File: config.mk
export PLATFORM = sky130hd
export DESIGN_NAME = if_fetch_unit_flat
export DESIGN_NICKNAME = d
export VERILOG_FILES = /design/src/rtl/if_fetch_unit_if.sv /design/src/rtl/if_fetch_unit.sv /design/src/flat_wrapper.sv
export SDC_FILE = /design/constraint.sdc
export NUM_CORES = 1
export LEC_CHECK = 0
export ABC_AREA = 1
export BUFFER_PORTS_ARGS = -buffer_cell sky130_fd_sc_hd__clkbuf_2
export CORE_MARGIN = 2
export CORE_UTILIZATION = 49
export DETAILED_ROUTE_END_ITERATION = 7
export PLACE_DENSITY = 0.8
export SETUP_SLACK_MARGIN = 0.02
export SLEW_MARGIN = 20
export SYNTH_ARGS = -nofsm -noshare
export SYNTH_HDL_FRONTEND = slang
export SYNTH_SLANG_ARGS = --single-unit
File: constraint.sdc
create_clock -name clk -period 3.35 [get_ports clk]
set_input_delay 0.5025 -clock clk [delete_from_list [all_inputs] [get_ports clk]]
set_output_delay 0.5025 -clock clk [all_outputs]
set_load 0.02 [all_outputs]
File: src/rtl/if_fetch_unit_if.sv
// ---------------------------------------------------------------------------
// if_fetch_unit_if
// Bundles the PC-generator, instruction-memory and IF/ID signals of the
// instruction-fetch sequencer.
//   master : the fetch unit side (drives pc_write, imem_req_*, id_*)
//   slave  : the surrounding pipeline / memory side
// Signals:
//   pc_in, pc_write                   PC generator link
//   flush                             redirect from branch resolution
//   imem_req_valid/ready/addr         request channel to instruction memory
//   imem_rsp_valid/data               response channel from instruction memory
//   id_valid/ready/pc/instr           IF/ID register toward decode
// ---------------------------------------------------------------------------
interface if_fetch_unit_if #(
  parameter int ADDR_W  = 32,
  parameter int INSTR_W = 32
);
  logic [ADDR_W-1:0]  pc_in;
  logic               pc_write;
  logic               flush;
  logic               imem_req_valid;
  logic               imem_req_ready;
  logic [ADDR_W-1:0]  imem_req_addr;
  logic               imem_rsp_valid;
  logic [INSTR_W-1:0] imem_rsp_data;
  logic               id_valid;
  logic               id_ready;
  logic [ADDR_W-1:0]  id_pc;
  logic [INSTR_W-1:0] id_instr;

  modport master (
    input  pc_in, flush, imem_req_ready, imem_rsp_valid, imem_rsp_data, id_ready,
    output pc_write, imem_req_valid, imem_req_addr, id_valid, id_pc, id_instr
  );

  modport slave (
    output pc_in, flush, imem_req_ready, imem_rsp_valid, imem_rsp_data, id_ready,
    input  pc_write, imem_req_valid, imem_req_addr, id_valid, id_pc, id_instr
  );
endinterface

File: src/rtl/if_fetch_unit.sv
// ---------------------------------------------------------------------------
// if_fetch_unit
// IF-stage fetch sequencer. Issues at most one instruction-memory request at
// a time for the current PC, loads each returned instruction with its PC into
// the one-deep IF/ID register, produces the PC-advance enable, and discards
// in-flight responses after a flush.
// Ports:
//   clk, rst   clock, asynchronous active-high reset
//   bus        if_fetch_unit_if.master (PC link, imem req/rsp, IF/ID outputs)
//   perf_fetch_cnt, perf_stall_cnt  only when IF_FETCH_PERF_EN is defined:
//              responses loaded into IF/ID, and cycles IF/ID is stalled
// Optional feature macro: IF_FETCH_PERF_EN
// ---------------------------------------------------------------------------
module if_fetch_unit #(
  parameter int                 ADDR_W    = 32,
  parameter int                 INSTR_W   = 32,
  parameter logic [INSTR_W-1:0] NOP_INSTR = 32'h0000_0013
) (
  input  logic            clk,
  input  logic            rst,
  if_fetch_unit_if.master bus
`ifdef IF_FETCH_PERF_EN
  ,
  output logic [31:0]     perf_fetch_cnt,
  output logic [31:0]     perf_stall_cnt
`endif
);

  typedef enum logic [1:0] {
    IDLE     = 2'd0,
    WAIT_RSP = 2'd1,
    DRAIN    = 2'd2
  } state_t;

  state_t             state_r;
  state_t             state_s;
  logic [ADDR_W-1:0]  req_pc_r;
  logic               id_valid_r;
  logic [ADDR_W-1:0]  id_pc_r;
  logic [INSTR_W-1:0] id_instr_r;

  logic               out_free_s;
  logic               req_valid_s;
  logic               pc_write_s;
  logic               accept_s;
  logic               load_s;

  assign out_free_s = !id_valid_r || bus.id_ready;

  // State register
  always_ff @(posedge clk or posedge rst) begin
    if (rst) begin
      state_r <= IDLE;
    end else begin
      state_r <= state_s;
    end
  end

  // Next state, request handshake and PC-advance enable
  always_comb begin
    state_s     = state_r;
    req_valid_s = 1'b0;
    pc_write_s  = 1'b0;
    accept_s    = 1'b0;
    load_s      = 1'b0;
    if (rst) begin
      state_s = IDLE;
    end else begin
      // A flush always lets the PC generator load the redirect target.
      pc_write_s = bus.flush;
      case (state_r)
        IDLE: begin
          req_valid_s = out_free_s && !bus.flush;
          if (req_valid_s && bus.imem_req_ready) begin
            accept_s   = 1'b1;
            pc_write_s = 1'b1;
            state_s    = WAIT_RSP;
          end else begin
            state_s = IDLE;
          end
        end
        WAIT_RSP: begin
          if (bus.flush) begin
            // Response in the flush cycle is dropped; otherwise wait it out.
            state_s = bus.imem_rsp_valid ? IDLE : DRAIN;
          end else if (bus.imem_rsp_valid) begin
            load_s  = 1'b1;
            state_s = IDLE;
          end else begin
            state_s = WAIT_RSP;
          end
        end
        DRAIN: begin
          if (bus.flush) begin
            state_s = DRAIN;
          end else if (bus.imem_rsp_valid) begin
            state_s = IDLE;
          end else begin
            state_s = DRAIN;
          end
        end
        default: begin
          state_s = IDLE;
        end
      endcase
    end
  end

  // Address of the outstanding request, tagged onto its response
  always_ff @(posedge clk or posedge rst) begin
    if (rst) begin
      req_pc_r <= '0;
    end else if (accept_s) begin
      req_pc_r <= bus.pc_in;
    end
  end

  // IF/ID register: flush beats load, load beats consume
  always_ff @(posedge clk or posedge rst) begin
    if (rst) begin
      id_valid_r <= 1'b0;
      id_pc_r    <= '0;
      id_instr_r <= NOP_INSTR;
    end else if (bus.flush) begin
      id_valid_r <= 1'b0;
      id_instr_r <= NOP_INSTR;
    end else if (load_s) begin
      id_valid_r <= 1'b1;
      id_pc_r    <= req_pc_r;
      id_instr_r <= bus.imem_rsp_data;
    end else if (id_valid_r && bus.id_ready) begin
      id_valid_r <= 1'b0;
      id_instr_r <= NOP_INSTR;
    end
  end

  assign bus.imem_req_valid = req_valid_s;
  assign bus.imem_req_addr  = bus.pc_in;
  assign bus.pc_write       = pc_write_s;
  assign bus.id_valid       = id_valid_r;
  assign bus.id_pc          = id_pc_r;
  assign bus.id_instr       = id_instr_r;

`ifdef IF_FETCH_PERF_EN
  logic [31:0] fetch_cnt_r;
  logic [31:0] stall_cnt_r;

  // Performance counters, free-running and wrapping
  always_ff @(posedge clk or posedge rst) begin
    if (rst) begin
      fetch_cnt_r <= 32'd0;
      stall_cnt_r <= 32'd0;
    end else begin
      if (load_s) begin
        fetch_cnt_r <= fetch_cnt_r + 32'd1;
      end
      if (id_valid_r && !bus.id_ready) begin
        stall_cnt_r <= stall_cnt_r + 32'd1;
      end
    end
  end

  assign perf_fetch_cnt = fetch_cnt_r;
  assign perf_stall_cnt = stall_cnt_r;
`endif

  if_fetch_unit_chk u_chk (
    .clk       (clk),
    .rst       (rst),
    .idle      (state_r == IDLE),
    .rsp_valid (bus.imem_rsp_valid)
  );

endmodule

// ---------------------------------------------------------------------------
// if_fetch_unit_chk
// Flags a memory response arriving while no request is outstanding.
// Ports: clk, rst, idle (sequencer in IDLE), rsp_valid (imem response valid)
// ---------------------------------------------------------------------------
module if_fetch_unit_chk (
  input logic clk,
  input logic rst,
  input logic idle,
  input logic rsp_valid
);
  a_no_rsp_in_idle : assert property (@(posedge clk) disable iff (rst) !(idle && rsp_valid));
endmodule

File: src/flat_wrapper.sv
// flat-port wrapper written by rule: the top's interface ports become plain ports
module if_fetch_unit_flat 
#(
  parameter int                 ADDR_W    = 32,
  parameter int                 INSTR_W   = 32,
  parameter logic [INSTR_W-1:0] NOP_INSTR = 32'h0000_0013
)
  (clk, rst, bus_pc_in, bus_flush, bus_imem_req_ready, bus_imem_rsp_valid, bus_imem_rsp_data, bus_id_ready, bus_pc_write, bus_imem_req_valid, bus_imem_req_addr, bus_id_valid, bus_id_pc, bus_id_instr);
  if_fetch_unit_if #(.ADDR_W(ADDR_W), .INSTR_W(INSTR_W)) bus_i ();
  input  logic clk;
  input  logic rst;
  input wire logic [$bits(bus_i.pc_in)-1:0] bus_pc_in;
  input wire logic [$bits(bus_i.flush)-1:0] bus_flush;
  input wire logic [$bits(bus_i.imem_req_ready)-1:0] bus_imem_req_ready;
  input wire logic [$bits(bus_i.imem_rsp_valid)-1:0] bus_imem_rsp_valid;
  input wire logic [$bits(bus_i.imem_rsp_data)-1:0] bus_imem_rsp_data;
  input wire logic [$bits(bus_i.id_ready)-1:0] bus_id_ready;
  output wire logic [$bits(bus_i.pc_write)-1:0] bus_pc_write;
  output wire logic [$bits(bus_i.imem_req_valid)-1:0] bus_imem_req_valid;
  output wire logic [$bits(bus_i.imem_req_addr)-1:0] bus_imem_req_addr;
  output wire logic [$bits(bus_i.id_valid)-1:0] bus_id_valid;
  output wire logic [$bits(bus_i.id_pc)-1:0] bus_id_pc;
  output wire logic [$bits(bus_i.id_instr)-1:0] bus_id_instr;
  assign bus_i.pc_in = bus_pc_in;
  assign bus_i.flush = bus_flush;
  assign bus_i.imem_req_ready = bus_imem_req_ready;
  assign bus_i.imem_rsp_valid = bus_imem_rsp_valid;
  assign bus_i.imem_rsp_data = bus_imem_rsp_data;
  assign bus_i.id_ready = bus_id_ready;
  assign bus_pc_write = bus_i.pc_write;
  assign bus_imem_req_valid = bus_i.imem_req_valid;
  assign bus_imem_req_addr = bus_i.imem_req_addr;
  assign bus_id_valid = bus_i.id_valid;
  assign bus_id_pc = bus_i.id_pc;
  assign bus_id_instr = bus_i.id_instr;
  if_fetch_unit #(.ADDR_W(ADDR_W), .INSTR_W(INSTR_W), .NOP_INSTR(NOP_INSTR)) u_core (.clk(clk), .rst(rst), .bus(bus_i));
endmodule
# Word level (Yosys, flattened, before mapping)
# Cells that the tools add are included.
dict set report classes {
  eq_ne 2
  muxes 25
  bitwise 1
  n_reduce_logical 9
}
# cell n
set ops {}
lappend ops {{32-bit two-way mux} 3}
lappend ops {{1-bit two-way mux} 17}
lappend ops {{2-bit two-way mux} 4}
lappend ops {{2-bit case mux with 3 select lines} 1}
lappend ops {{1-bit logical AND} 3}
lappend ops {{3-bit nonzero test} 1}
lappend ops {{2-bit by 1-bit == test with 1-bit output (second input constant)} 1}
lappend ops {{2-bit == test (second input constant)} 1}
lappend ops {{1-bit logical NOT} 2}
lappend ops {{2-bit logical NOT} 1}
lappend ops {{2-bit AND reduction} 1}
lappend ops {{1-bit logical OR} 1}
lappend ops {{1-bit inverter} 1}
dict set report word_totals {
  wordCells 42
  output_inout_bits 99
  input_bits 70
  reg_bits 99
}

# Longest topological paths before layout
# Gate-level depths: netlist of run 1.
dict set report depth {
  depth_word 7
  depth_mapped 7
  depth_no_buf 6
}

# Worst setup path after synthesis of run 1
# OpenSTA, ideal clock, no wires.
dict set report synth_timing {
  path_kind {input-to-output}
  start {in bus_imem_req_ready}
  end {out bus_pc_write}
  n_path_buf 2
  required_time_ns 2.847
  stages 4
  path_slack_ns 1.544
  t_arrival_ns 1.304
  cell_sequence {clkbuf_1 -> nand4_2 -> buf_2 -> o21ai_0}
}
dict set report synth_via {
  elab_chain_cells 4
}
# item line_no
set synth_lines {}
lappend synth_lines {{from (decl)} flat_wrapper.sv:14} ;# input wire logic [$bits(bus_i.imem_req_ready)-1:0] bus_imem_req_ready;
lappend synth_lines {{1-bit logical AND} if_fetch_unit.sv:74} ;# if (req_valid_s && bus.imem_req_ready) begin
lappend synth_lines {{1-bit two-way mux} if_fetch_unit.sv:74}
lappend synth_lines {{1-bit two-way mux} if_fetch_unit.sv:71} ;# case (state_r)
lappend synth_lines {{1-bit two-way mux} if_fetch_unit.sv:66} ;# if (rst) begin
lappend synth_lines {{to (decl)} flat_wrapper.sv:18} ;# output wire logic [$bits(bus_i.pc_write)-1:0] bus_pc_write;
# No other way between the ends.

# Worst setup path in the final report of run 1
dict set report layout_timing {
  start {reg u_core.state_r[0]}
  end {out bus_pc_write}
}
dict set report layout_via {
  elab_chain_cells 3
}
# item line_no
set layout_lines {}
lappend layout_lines {{from (decl)} if_fetch_unit.sv:35} ;# state_t state_r;
lappend layout_lines {{from (signal assigned)} if_fetch_unit.sv:55} ;# state_r <= state_s;
lappend layout_lines {{2-bit logical NOT} --}
lappend layout_lines {{1-bit two-way mux} if_fetch_unit.sv:71}
lappend layout_lines {{1-bit two-way mux} if_fetch_unit.sv:66}
# No other way between the ends.

==> impl_metrics.xml, run 1 <==
<?xml version="1.0" encoding="UTF-8"?>
<metrics>
  <group name="place">
    <metric name="globalplace.congestion" unit="">0.822</metric>
    <metric name="io_buffers" unit="">168</metric>
    <metric name="postPlaceCellArea" unit="mm^2">0.00497</metric>
    <metric name="hpwl_after_dpl" unit="um">6480</metric>
    <metric name="place_ws" unit="ps">816</metric>
    <metric name="placed_cells_incl_taps" unit="">701</metric>
  </group>
  <group name="synth">
    <metric name="netlist_top_cells_count" unit="">sky130_fd_sc_hd__nand2_1, sky130_fd_sc_hd__dfrtp_1, sky130_fd_sc_hd__nand3_1</metric>
    <metric name="synth.avg_cell_area" unit="um^2">8.96</metric>
    <metric name="synth.top_cell.area_share" unit="%">55.5</metric>
    <metric name="yosys_register_bits" unit="">99</metric>
    <metric name="synth_area" unit="mm^2">0.00433</metric>
    <metric name="dominantRegCellSynth" unit="">sky130_fd_sc_hd__dfrtp_1</metric>
    <metric name="synth_seq_area_share" unit="%">57.4</metric>
    <metric name="yosys.cell_types.count" unit="">15</metric>
    <metric name="synthCells" unit="">483</metric>
    <metric name="synth.net_count" unit="">553</metric>
    <metric name="count_leader_synth" unit="">sky130_fd_sc_hd__nand2_1</metric>
    <metric name="asyncSetResetFlopFracSynth" unit="%">100</metric>
    <metric name="synth_top_cell_by_area" unit="">sky130_fd_sc_hd__dfrtp_1</metric>
    <metric name="synth_warnings" unit="">0</metric>
    <metric name="ys_top_cells_by_area" unit="">sky130_fd_sc_hd__dfrtp_1, sky130_fd_sc_hd__nand2_1, sky130_fd_sc_hd__nand3_1, sky130_fd_sc_hd__buf_4, sky130_fd_sc_hd__nand4_1</metric>
    <metric name="synth-edff-count" unit="">0</metric>
  </group>
  <group name="clocking">
    <metric name="post_cts.resized_instances" unit="">0</metric>
    <metric name="clock-root-buffer" unit="">sky130_fd_sc_hd__clkbuf_8</metric>
    <metric name="cts-hold-fix-buffers" unit="">0</metric>
    <metric name="post-cts-setup-buffers" unit="">0</metric>
    <metric name="clock_insertion_delay_at_the_later_pin_of_the_skew_report" unit="ps">350</metric>
    <metric name="path_clk_slew" unit="ps">100</metric>
    <metric name="htree_num_levels" unit="">3</metric>
    <metric name="cts_num_sinks" unit="">99</metric>
    <metric name="clock_tree_from_tritoncts" unit="">yes</metric>
    <metric name="clock_path_buffers" unit="">2</metric>
    <metric name="cts-buffers-inserted" unit="">9</metric>
  </group>
  <group name="worst_setup_path">
    <metric name="timing.critical_path.from_type" unit="">register</metric>
    <metric name="crit_start" unit="">u_core.state_r[0]</metric>
    <metric name="maximum_fanout_encountered_on_the_critical_timing_path" unit="">22</metric>
    <metric name="timing.reg2reg.worst_path_depth" unit="">2</metric>
    <metric name="crit_path_end_kind" unit="">output pin</metric>
    <metric name="worstPathRequired" unit="ps">2850</metric>
    <metric name="timing.critical_path.arrival" unit="ps">1860</metric>
    <metric name="rr_startpoint" unit="">u_core.state_r[0]</metric>
    <metric name="reg2reg_to" unit="">u_core.bus.id_pc[30]</metric>
    <metric name="path_class" unit="">reg2out</metric>
    <metric name="setup.reg_to_reg.worst_slack" unit="ps">1240</metric>
  </group>
  <group name="floorplan">
    <metric name="area_enclosed_by_the_die_boundary" unit="mm^2">0.00960</metric>
    <metric name="core_region_area" unit="mm^2">0.00864</metric>
    <metric name="num_io_pins" unit="">169</metric>
    <metric name="floorplan.rows" unit="">34</metric>
    <metric name="starting_density_of_the_core" unit="%">50.1</metric>
    <metric name="die_h" unit="um">98.0</metric>
    <metric name="floorplan.die.width" unit="um">98.0</metric>
  </group>
  <group name="sta">
    <metric name="final.setup.worst_slack" unit="ps">986</metric>
    <metric name="worst_hold_margin" unit="ps">347</metric>
    <metric name="setup_viol" unit="">0</metric>
    <metric name="final_max_slew_viol_count" unit="">0</metric>
    <metric name="final-hold-violation-count" unit="">0</metric>
    <metric name="grt_setup_unrepaired" unit="">no</metric>
    <metric name="period_share" unit="%">70.6</metric>
    <metric name="worst-slew-pin-transition" unit="ps">923</metric>
    <metric name="maxClockFrequency" unit="MHz">423</metric>
    <metric name="maxSlewHeadroom" unit="%">38.5</metric>
    <metric name="skew" unit="ps">12.7</metric>
    <metric name="fin_crit" unit="ps">2360</metric>
    <metric name="finalSetupTns" unit="ps">0</metric>
  </group>
  <group name="detailed_routing">
    <metric name="drt_first_pass_iters" unit="">4</metric>
    <metric name="viasPerCell" unit="">5.05</metric>
    <metric name="drc" unit="">0</metric>
    <metric name="drt_iter0_markers" unit="">134</metric>
    <metric name="vias" unit="">3620</metric>
    <metric name="drt_wl_total" unit="um">9410</metric>
    <metric name="ant_nets" unit="">0</metric>
    <metric name="wire_per_inst" unit="um">13.1</metric>
  </group>
  <group name="power_and_ir_drop">
    <metric name="post-layout-total-power" unit="mW">2.68</metric>
    <metric name="vdd_drop_max" unit="mV">0.258</metric>
    <metric name="p_per_area" unit="mW/mm^2">520</metric>
    <metric name="total_leakage_power" unit="nW">2.98</metric>
  </group>
  <group name="cells_and_area">
    <metric name="num-nets-final" unit="">674</metric>
    <metric name="final_cell_count_no_fill" unit="">717</metric>
    <metric name="fin_util" unit="%">59.6</metric>
    <metric name="stdcell_area" unit="mm^2">0.00514</metric>
    <metric name="synthToLayoutAreaGrowth" unit="%">18.9</metric>
    <metric name="post_route_cells_drive_above_1_share" unit="%">32.5</metric>
    <metric name="antenna-diode-count" unit="">0</metric>
  </group>
  <group name="flow_run">
    <metric name="drv_cap" unit="">0</metric>
  </group>
  <group name="global_routing">
    <metric name="grt.overflow.total" unit="">0</metric>
    <metric name="number_of_antenna_violations_at_the_first_check_in_global_routing" unit="">0</metric>
    <metric name="grtUsageTotal" unit="%">20.2</metric>
    <metric name="grt_pass1_wl" unit="um">15800</metric>
    <metric name="grt_start_max_net_pins" unit="">99</metric>
    <metric name="grt_pass1_vias" unit="">3401</metric>
  </group>
  <group name="hold_path">
    <metric name="timing.hold.worst.class" unit="">in2async</metric>
  </group>
  <group name="outcome">
    <metric name="run_status" unit="">complete, no violations</metric>
  </group>
</metrics>
==> how the worst max path moves through the flow <==
stage | endpoint | slack (ps) | cells after the start
after floorplan | u_core.bus.id_instr[10] | 260 | 1
after global placement | u_core.bus.id_instr[0] | 960 | 8
after detailed placement | u_core.bus.id_pc[27] | 820 | 5
after CTS | bus_pc_write | 980 | 5
after global routing | bus_pc_write | 880 | 5
final | bus_pc_write | 990 | 5
==> area by class of cell <==
| class | count | area (um^2) |
|---|---|---|
| multi-input combinational | 278 | 1300 |
| timing repair buffer | 175 | 893 |
| sequential | 99 | 2480 |
| clock buffer | 13 | 149 |
| inverter | 41 | 159 |
| clock inverter | 3 | 25.0 |
| tap | 108 | 135 |
| fill | 761 | 3490 |
==> cells by family after synthesis <==
logic type / count (synthesis) / synth area share (%)
buffers and inverters: 106 / 12.6
DFF: 99 / 57.4
AOI/OAI and AO/OA: 36 / 4.17
and+or+nand+nor: 242 / 25.9
==> registers in the layout, indices dropped and copies added (netlist names) <==
name,cells
u_core.req_pc_r,32
u_core.bus.id_valid,1
u_core.bus.id_pc,32
u_core.state_r,2
u_core.bus.id_instr,32
==> worst max-delay path: stages (launching register included) <==
cell	delay, ps
sky130_fd_sc_hd__dfrtp_1	570
sky130_fd_sc_hd__buf_4	300
sky130_fd_sc_hd__nor2_1	170
sky130_fd_sc_hd__nand4_2	130
sky130_fd_sc_hd__o21ai_0	130
sky130_fd_sc_hd__clkbuf_2	210
==> placed cells by master (no fill, tap or decap), drive strengths merged <==
master      n
dfrtp      96
clkinv      2
nand3      67
buf         7
o21ai      34
clkinvlp    1
nand2     136
clkbuf    181
inv        41
a21oi       2
dfstp       3
nand4      34
nor2        5
==> where the power goes <==
group / switching (mW) / total [mW] / internal [mW]
clock: 0.389 / 0.684 / 0.295
combinational: 0.362 / 0.545 / 0.183
sequential: 0.0904 / 1.45 / 1.36
total: 0.841 / 2.68 / 1.83
==> per-layer routing <==
metal | global-route usage, % | share of wire [%]
met1 | 26.8 | 43
met2 | 32.6 | 48
met3 | 3.65 | 6.6
met4 | 8.76 | 2.5
met5 | 0 | 0
Note: power is estimated with default switching activity, not from simulation.
==> run 2: changes to the inputs <==
--- a/config.mk
+++ b/config.mk
@@ -5,7 +5,7 @@
 export SDC_FILE = /design/constraint.sdc
 export NUM_CORES = 1
 export LEC_CHECK = 0
-export ABC_AREA = 1
+export ABC_AREA = 0
 export BUFFER_PORTS_ARGS = -buffer_cell sky130_fd_sc_hd__clkbuf_2
 export CORE_MARGIN = 2
 export CORE_UTILIZATION = 49
==> constraint.sdc (replaced) <==
create_clock -name clk -period 2.4 [get_ports clk]
set_input_delay 0.36 -clock clk [delete_from_list [all_inputs] [get_ports clk]]
set_output_delay 0.36 -clock clk [all_outputs]
set_load 0.02 [all_outputs]
==> run 2 against run 1 <==
- count of clock-buffer cells in the layout shrank 3
- die area fell by 0.67%
- clock skew decreased by 2.6 ps
- non-clock buffer count stayed put
- clock power is 58% higher
- total power is 52% higher
- area after synthesis decreased by 0.69%
- synthesized cell count down 34%
- utilization rose by 1.0 points
- hold slack got worse by 160 ps
==> impl_metrics.xml, run 2 <==
<?xml version="1.0" encoding="UTF-8"?>
<metrics>
  <group name="outcome">
    <metric name="run_status" unit="">complete, no violations</metric>
  </group>
  <group name="synth">
    <metric name="synth.avg_cell_area" unit="um^2">13.5</metric>
    <metric name="synth.net_count" unit="">388</metric>
    <metric name="count_leader_synth" unit="">sky130_fd_sc_hd__dfrtp_1</metric>
    <metric name="dominantRegCellSynth" unit="">sky130_fd_sc_hd__dfrtp_1</metric>
    <metric name="synth_adder_area_share" unit="%">0</metric>
    <metric name="synth.top_cell.area_share" unit="%">55.9</metric>
    <metric name="ys_top_cells_by_area" unit="">sky130_fd_sc_hd__dfrtp_1, sky130_fd_sc_hd__mux2_2, sky130_fd_sc_hd__mux2_4, sky130_fd_sc_hd__mux2i_1, sky130_fd_sc_hd__buf_4</metric>
    <metric name="netlist_top_cells_count" unit="">sky130_fd_sc_hd__dfrtp_1, sky130_fd_sc_hd__mux2_2, sky130_fd_sc_hd__buf_4</metric>
    <metric name="post_synth_and_or_nand_nor_area_fraction" unit="%">4.31</metric>
    <metric name="synth-edff-count" unit="">0</metric>
    <metric name="synth_top_family_by_area" unit="">multiplexers</metric>
    <metric name="synth_compound_gate_area_share" unit="%">0.903</metric>
    <metric name="synthCells" unit="">318</metric>
    <metric name="yosys.cell_types.count" unit="">23</metric>
    <metric name="synth_top_cell_by_area" unit="">sky130_fd_sc_hd__dfrtp_1</metric>
    <metric name="asyncSetResetFlopFracSynth" unit="%">100</metric>
    <metric name="synthXorXnorAreaFrac" unit="%">0</metric>
    <metric name="synth_area" unit="mm^2">0.00430</metric>
    <metric name="synth.mux.area_fraction" unit="%">26.1</metric>
    <metric name="synth_seq_area_share" unit="%">57.8</metric>
    <metric name="yosys_register_bits" unit="">99</metric>
    <metric name="synth_warnings" unit="">0</metric>
  </group>
  <group name="worst_setup_path">
    <metric name="timing.critical_path.from_type" unit="">register</metric>
    <metric name="worstPathRequired" unit="ps">2040</metric>
    <metric name="reg2reg_to" unit="">u_core.bus.id_instr[4]</metric>
    <metric name="setup.reg_to_reg.worst_slack" unit="ps">900</metric>
    <metric name="timing.critical_path.arrival" unit="ps">1610</metric>
    <metric name="maximum_fanout_encountered_on_the_critical_timing_path" unit="">34</metric>
    <metric name="crit_path_end_kind" unit="">output pin</metric>
    <metric name="crit_start" unit="">u_core.state_r[0]</metric>
    <metric name="path_class" unit="">reg2out</metric>
    <metric name="crit_path_end" unit="">bus_pc_write</metric>
    <metric name="rr_startpoint" unit="">u_core.state_r[0]</metric>
    <metric name="timing.reg2reg.worst_path_depth" unit="">3</metric>
  </group>
  <group name="sta">
    <metric name="maxSlewHeadroom" unit="%">69.2</metric>
    <metric name="grt_setup_unrepaired" unit="">no</metric>
    <metric name="period_share" unit="%">82.0</metric>
    <metric name="finalSetupTns" unit="ps">0</metric>
    <metric name="final-hold-violation-count" unit="">0</metric>
    <metric name="worst-slew-pin-transition" unit="ps">463</metric>
    <metric name="final_max_slew_viol_count" unit="">0</metric>
    <metric name="skew" unit="ps">10.1</metric>
    <metric name="maxClockFrequency" unit="MHz">508</metric>
    <metric name="fin_crit" unit="ps">1970</metric>
    <metric name="setup_viol" unit="">0</metric>
  </group>
  <group name="detailed_routing">
    <metric name="ant_nets" unit="">0</metric>
    <metric name="drt_first_pass_iters" unit="">4</metric>
    <metric name="drc" unit="">0</metric>
    <metric name="drt_iter0_markers" unit="">57</metric>
    <metric name="viasPerCell" unit="">4.88</metric>
    <metric name="vias" unit="">2790</metric>
    <metric name="drt_wl_total" unit="um">8480</metric>
    <metric name="wire_per_inst" unit="um">14.8</metric>
  </group>
  <group name="global_routing">
    <metric name="grt_pass1_wl" unit="um">14000</metric>
    <metric name="grt_pass1_vias" unit="">2894</metric>
    <metric name="grt.met3_usage" unit="%">5.25</metric>
    <metric name="globalRoute.busiestLayer" unit="">met2</metric>
    <metric name="grt_use_met2" unit="%">31.5</metric>
    <metric name="grt_start_max_net_pins" unit="">38</metric>
    <metric name="grtUsageTotal" unit="%">18.2</metric>
    <metric name="number_of_antenna_violations_at_the_first_check_in_global_routing" unit="">0</metric>
    <metric name="grt.overflow.total" unit="">0</metric>
    <metric name="grt_met1_use" unit="%">22.9</metric>
  </group>
  <group name="cells_and_area">
    <metric name="layout.cells.most_common_list" unit="">sky130_fd_sc_hd__clkbuf_2, sky130_fd_sc_hd__dfrtp_1, sky130_fd_sc_hd__mux2_2</metric>
    <metric name="antenna-diode-count" unit="">0</metric>
    <metric name="final_common_cell" unit="">sky130_fd_sc_hd__clkbuf_2</metric>
    <metric name="synthToLayoutAreaGrowth" unit="%">21.3</metric>
    <metric name="post_route_cells_drive_above_1_share" unit="%">57.1</metric>
    <metric name="num-nets-final" unit="">529</metric>
    <metric name="fillCellCount" unit="">704</metric>
  </group>
  <group name="floorplan">
    <metric name="die_h" unit="um">97.6</metric>
    <metric name="num_io_pins" unit="">169</metric>
    <metric name="area_enclosed_by_the_die_boundary" unit="mm^2">0.00953</metric>
    <metric name="starting_density_of_the_core" unit="%">50.0</metric>
    <metric name="core_region_area" unit="mm^2">0.00859</metric>
    <metric name="floorplan.die.width" unit="um">97.6</metric>
    <metric name="floorplan.rows" unit="">34</metric>
  </group>
  <group name="clocking">
    <metric name="post_cts.resized_instances" unit="">0</metric>
    <metric name="clock_tree_from_tritoncts" unit="">yes</metric>
    <metric name="path_clk_slew" unit="ps">90</metric>
    <metric name="htree_num_levels" unit="">3</metric>
    <metric name="cts_num_sinks" unit="">99</metric>
    <metric name="clock_insertion_delay_at_the_later_pin_of_the_skew_report" unit="ps">350</metric>
    <metric name="clock-root-buffer" unit="">sky130_fd_sc_hd__clkbuf_8</metric>
    <metric name="post-cts-setup-buffers" unit="">0</metric>
    <metric name="clock_path_buffers" unit="">2</metric>
    <metric name="cts-buffers-inserted" unit="">9</metric>
    <metric name="cts-hold-fix-buffers" unit="">0</metric>
  </group>
  <group name="flow_run">
    <metric name="drv_cap" unit="">0</metric>
  </group>
  <group name="power_and_ir_drop">
    <metric name="vdd_drop_max" unit="mV">0.467</metric>
    <metric name="p_per_area" unit="mW/mm^2">778</metric>
    <metric name="post-layout-total-power" unit="mW">4.05</metric>
    <metric name="total_leakage_power" unit="nW">3.06</metric>
  </group>
  <group name="hold_path">
    <metric name="timing.hold.worst.class" unit="">in2async</metric>
  </group>
  <group name="place">
    <metric name="io_buffers" unit="">168</metric>
    <metric name="hpwl_after_dpl" unit="um">6140</metric>
    <metric name="globalplace.congestion" unit="">0.878</metric>
  </group>
</metrics>
## run 2: area by class of cell
type                       instances  area, um^2  area share (%)
sequential                        99        2480            47.6
multi-input combinational        142        1350            25.9
timing repair buffer             175         918            17.6
clock buffer                      10         138            2.64
tap                              108         135            2.59
inverter                          32         124            2.38
clock inverter                     6        65.1            1.25
## run 2: where the power goes
part	internal (mW)	leakage [nW]	switching, mW	total, mW
sequential	1.94	1.28	0.145	2.09
combinational	0.421	1.68	0.465	0.886
clock	0.511	0.102	0.570	1.08
## run 2: worst max-delay path, stage by stage (launching register included)
cell and delay, ps:
sky130_fd_sc_hd__dfrtp_1 430, sky130_fd_sc_hd__nor2_1 160, sky130_fd_sc_hd__nand4_2 150, sky130_fd_sc_hd__buf_12 200
sky130_fd_sc_hd__o21ai_0 90, sky130_fd_sc_hd__clkbuf_2 200
## run 2: how the worst min path moves through the flow
stage	slack, ps	to
6_report	190	u_core.state_r[0]
5_1_grt	180	u_core.bus.id_instr[24]
4_1_cts	190	u_core.bus.id_pc[4]
3_5_place_dp	490	u_core.bus.id_pc[19]
3_3_place_gp	480	u_core.bus.id_pc[14]
2_1_floorplan	450	u_core.state_r[0]
## run 2: stage by stage
| stage | std cells | setup WS (ps) | utilization [%] | cell area, um^2 | hold WS, ps |
|---|---|---|---|---|---|
| after floorplan | 318 | 219 | - | 4300 | 454 |
| after global placement | 556 | 737 | 58.3 | 5010 | 482 |
| after detailed placement | 556 | 735 | 58.3 | 5010 | 492 |
| after CTS | 572 | 410 | 60.6 | 5210 | 189 |
| after global routing | 572 | 360 | 60.6 | 5210 | 181 |
| final | 572 | 433 | 60.6 | 5210 | 190 |
## run 2: cells by family (layout without fill, tap and decap cells)
kind of cell | after synthesis | after routing
AO/OA/AOI/OAI | 6 | 6
AND/OR/NAND/NOR | 40 | 40
multiplexers | 96 | 96
buffers and inverters | 77 | 223
flip-flops | 99 | 99
## run 2: metal layers
layer  share of wire, %  up-vias  wire length (um)
li1                   -     1293                 -
met1                 42     1376              3590
met2                 50      111              4240
met3                6.8       10               575
met4               0.87        0                74
met5                  0        -                 0
==> run 3: changes to the inputs <==
==> constraint.sdc (replaced) <==
create_clock -name clk -period 2 [get_ports clk]
set_input_delay 0.3 -clock clk [delete_from_list [all_inputs] [get_ports clk]]
set_output_delay 0.3 -clock clk [all_outputs]
set_load 0.02 [all_outputs]
==> run 3 against run 2 <==
- final cell count is the same
- sequential share of layout area down 0.46 points
- first-iteration DRC count increased by 49%
- via count is 0.43% lower
- hold slack worse by 54 ps
- sequential cell count is the same
- total power grew 24%
- register-to-register slack got worse by 350 ps
- sequential power is 20% higher
- utilization up 0.60 points
- die area did not move
- highest routed layer unchanged
==> impl_metrics.xml, run 3 (same netlist as run 2, synthesis figures left out) <==
<?xml version="1.0" encoding="UTF-8"?>
<metrics>
  <group name="outcome">
    <metric name="run_status" unit="">complete, no violations</metric>
  </group>
  <group name="sta">
    <metric name="worst-slew-pin-transition" unit="ps">445</metric>
    <metric name="maxSlewHeadroom" unit="%">70.3</metric>
    <metric name="final.setup.worst_slack" unit="ps">257</metric>
    <metric name="setup_viol" unit="">0</metric>
    <metric name="maxClockFrequency" unit="MHz">574</metric>
    <metric name="fin_crit" unit="ps">1740</metric>
    <metric name="final-hold-violation-count" unit="">0</metric>
    <metric name="period_share" unit="%">87.2</metric>
    <metric name="skew" unit="ps">12.5</metric>
    <metric name="grt_setup_unrepaired" unit="">no</metric>
    <metric name="finalSetupTns" unit="ps">0</metric>
    <metric name="final_max_slew_viol_count" unit="">0</metric>
  </group>
  <group name="global_routing">
    <metric name="grt_pass1_vias" unit="">2815</metric>
    <metric name="grt.overflow.total" unit="">0</metric>
    <metric name="grtUsageTotal" unit="%">17.6</metric>
    <metric name="number_of_antenna_violations_at_the_first_check_in_global_routing" unit="">0</metric>
    <metric name="grt_pass1_wl" unit="um">13500</metric>
    <metric name="grt_start_max_net_pins" unit="">37</metric>
  </group>
  <group name="clocking">
    <metric name="clock_tree_from_tritoncts" unit="">yes</metric>
    <metric name="post-cts-setup-buffers" unit="">0</metric>
    <metric name="htree_num_levels" unit="">3</metric>
    <metric name="clock-root-buffer" unit="">sky130_fd_sc_hd__clkbuf_8</metric>
    <metric name="clock_path_buffers" unit="">2</metric>
    <metric name="clock_insertion_delay_at_the_later_pin_of_the_skew_report" unit="ps">360</metric>
    <metric name="path_clk_slew" unit="ps">110</metric>
    <metric name="cts_num_sinks" unit="">99</metric>
    <metric name="cts-buffers-inserted" unit="">9</metric>
    <metric name="cts-hold-fix-buffers" unit="">0</metric>
    <metric name="post_cts.resized_instances" unit="">0</metric>
  </group>
  <group name="flow_run">
    <metric name="drv_cap" unit="">0</metric>
  </group>
  <group name="cells_and_area">
    <metric name="synthToLayoutAreaGrowth" unit="%">22.5</metric>
    <metric name="final_cell_count_no_fill" unit="">572</metric>
    <metric name="final_common_cell" unit="">sky130_fd_sc_hd__clkbuf_2</metric>
    <metric name="num-nets-final" unit="">529</metric>
    <metric name="antenna-diode-count" unit="">0</metric>
    <metric name="post_route_cells_drive_above_1_share" unit="%">57.1</metric>
    <metric name="layout.cells.most_common_list" unit="">sky130_fd_sc_hd__clkbuf_2, sky130_fd_sc_hd__dfrtp_1, sky130_fd_sc_hd__mux2_2</metric>
    <metric name="fin_util" unit="%">61.2</metric>
  </group>
  <group name="worst_setup_path">
    <metric name="maximum_fanout_encountered_on_the_critical_timing_path" unit="">3</metric>
    <metric name="worstPathRequired" unit="ps">1700</metric>
    <metric name="timing.critical_path.arrival" unit="ps">1440</metric>
    <metric name="timing.reg2reg.worst_path_depth" unit="">4</metric>
    <metric name="crit_path_top_delay_cell" unit="">sky130_fd_sc_hd__dfrtp_1</metric>
    <metric name="crit_path_end_kind" unit="">output pin</metric>
    <metric name="slowest_delay" unit="ps">400</metric>
    <metric name="path_class" unit="">reg2out</metric>
    <metric name="worstPathCellList" unit="">nor2_1 -&gt; nand4_2 -&gt; o21ai_0 -&gt; clkbuf_2</metric>
    <metric name="timing.critical_path.from_type" unit="">register</metric>
  </group>
  <group name="power_and_ir_drop">
    <metric name="vdd_drop_max" unit="mV">0.505</metric>
    <metric name="netSwitchingFraction" unit="%">28.9</metric>
    <metric name="power_report.internal_total" unit="mW">3.56</metric>
    <metric name="p_per_area" unit="mW/mm^2">952</metric>
    <metric name="power_switching" unit="mW">1.45</metric>
    <metric name="clockPowerShare" unit="%">28.8</metric>
    <metric name="post-layout-total-power" unit="mW">5.01</metric>
    <metric name="share_seq_of_total_power" unit="%">50.0</metric>
    <metric name="pwr-share-comb" unit="%">21.2</metric>
    <metric name="total_leakage_power" unit="nW">3.08</metric>
  </group>
  <group name="detailed_routing">
    <metric name="vias" unit="">2778</metric>
    <metric name="ant_nets" unit="">0</metric>
    <metric name="wire_per_inst" unit="um">14.4</metric>
    <metric name="drt_wl_total" unit="um">8240</metric>
    <metric name="drt_iter0_markers" unit="">85</metric>
    <metric name="drc" unit="">0</metric>
    <metric name="viasPerCell" unit="">4.86</metric>
    <metric name="drt_first_pass_iters" unit="">4</metric>
  </group>
  <group name="place">
    <metric name="placed_cells_incl_taps" unit="">556</metric>
    <metric name="hpwl_after_dpl" unit="um">6110</metric>
    <metric name="io_buffers" unit="">168</metric>
    <metric name="globalplace.congestion" unit="">0.864</metric>
    <metric name="place_ws" unit="ps">414</metric>
  </group>
  <group name="floorplan">
    <metric name="core_region_area" unit="mm^2">0.00859</metric>
    <metric name="area_enclosed_by_the_die_boundary" unit="mm^2">0.00953</metric>
    <metric name="starting_density_of_the_core" unit="%">50.0</metric>
    <metric name="num_io_pins" unit="">169</metric>
    <metric name="floorplan.rows" unit="">34</metric>
    <metric name="die_h" unit="um">97.6</metric>
    <metric name="floorplan.die.width" unit="um">97.6</metric>
  </group>
  <group name="hold_path">
    <metric name="timing.hold.worst.class" unit="">in2async</metric>
  </group>
</metrics>
==> run 3: layout make-up <==
| class | count | area (um^2) |
|---|---|---|
| clock buffers | 9 | 124 |
| fillers | 684 | 3330 |
| clock inverters | 7 | 105 |
| inverters | 32 | 124 |
| repair buffers | 175 | 943 |
| flip-flops and latches | 99 | 2480 |
| well taps | 108 | 135 |
| multi-input cells | 142 | 1350 |
==> run 3: power groups by stage <==
stage / Combinational [mW] / Clock (mW) / Sequential [mW]
floorplan: 0.526 / 0 / 2.73
global placement: 1.05 / 0 / 2.53
detailed placement: 1.08 / 0 / 2.55
CTS: 1.08 / 1.49 / 2.51
global route: 1.14 / 1.57 / 2.55
finish: 1.06 / 1.44 / 2.51
==> run 3: final timing paths <==
kind,start,end,slack [ps]
min in group clk,bus_imem_rsp_data[3],u_core.bus.id_instr[3],140
worst max-delay path,u_core.state_r[1],bus_pc_write,260
worst min-delay path,rst,u_core.req_pc_r[26],140
worst max register to register,u_core.bus.id_valid,u_core.bus.id_instr[0],550
max in group asynchronous,rst,u_core.bus.id_pc[17],1510
worst min register to register,u_core.req_pc_r[9],u_core.req_pc_r[9],510
==> run 3: layer usage <==
| layer | track usage, % | vias to the layer above | part of all wire, % | wire [um] |
|---|---|---|---|---|
| li1 | - | 1298 | - | - |
| met4 | 5.66 | 0 | 1.3 | 104 |
| met5 | 0 | - | 0 | 0 |
| met3 | 4.10 | 9 | 6.0 | 495 |
| met1 | 22.7 | 1367 | 42 | 3490 |
| met2 | 29.7 | 104 | 50 | 4150 |
==> run 3: worst max-delay path, delay by kind of cell (launching register included) <==
| kind | cells | cell delay, ps |
|---|---|---|
| compound gates | 1 | 130 |
| buf+inv | 1 | 220 |
| simple gates | 2 | 330 |
| flops | 1 | 400 |
==> run 3: metrics by stage <==
step,hold WS (ps),area [um^2]
after global routing,124,5260
final,137,5260
after detailed placement,490,5030
after global placement,479,5030
after CTS,123,5260
after floorplan,394,4300
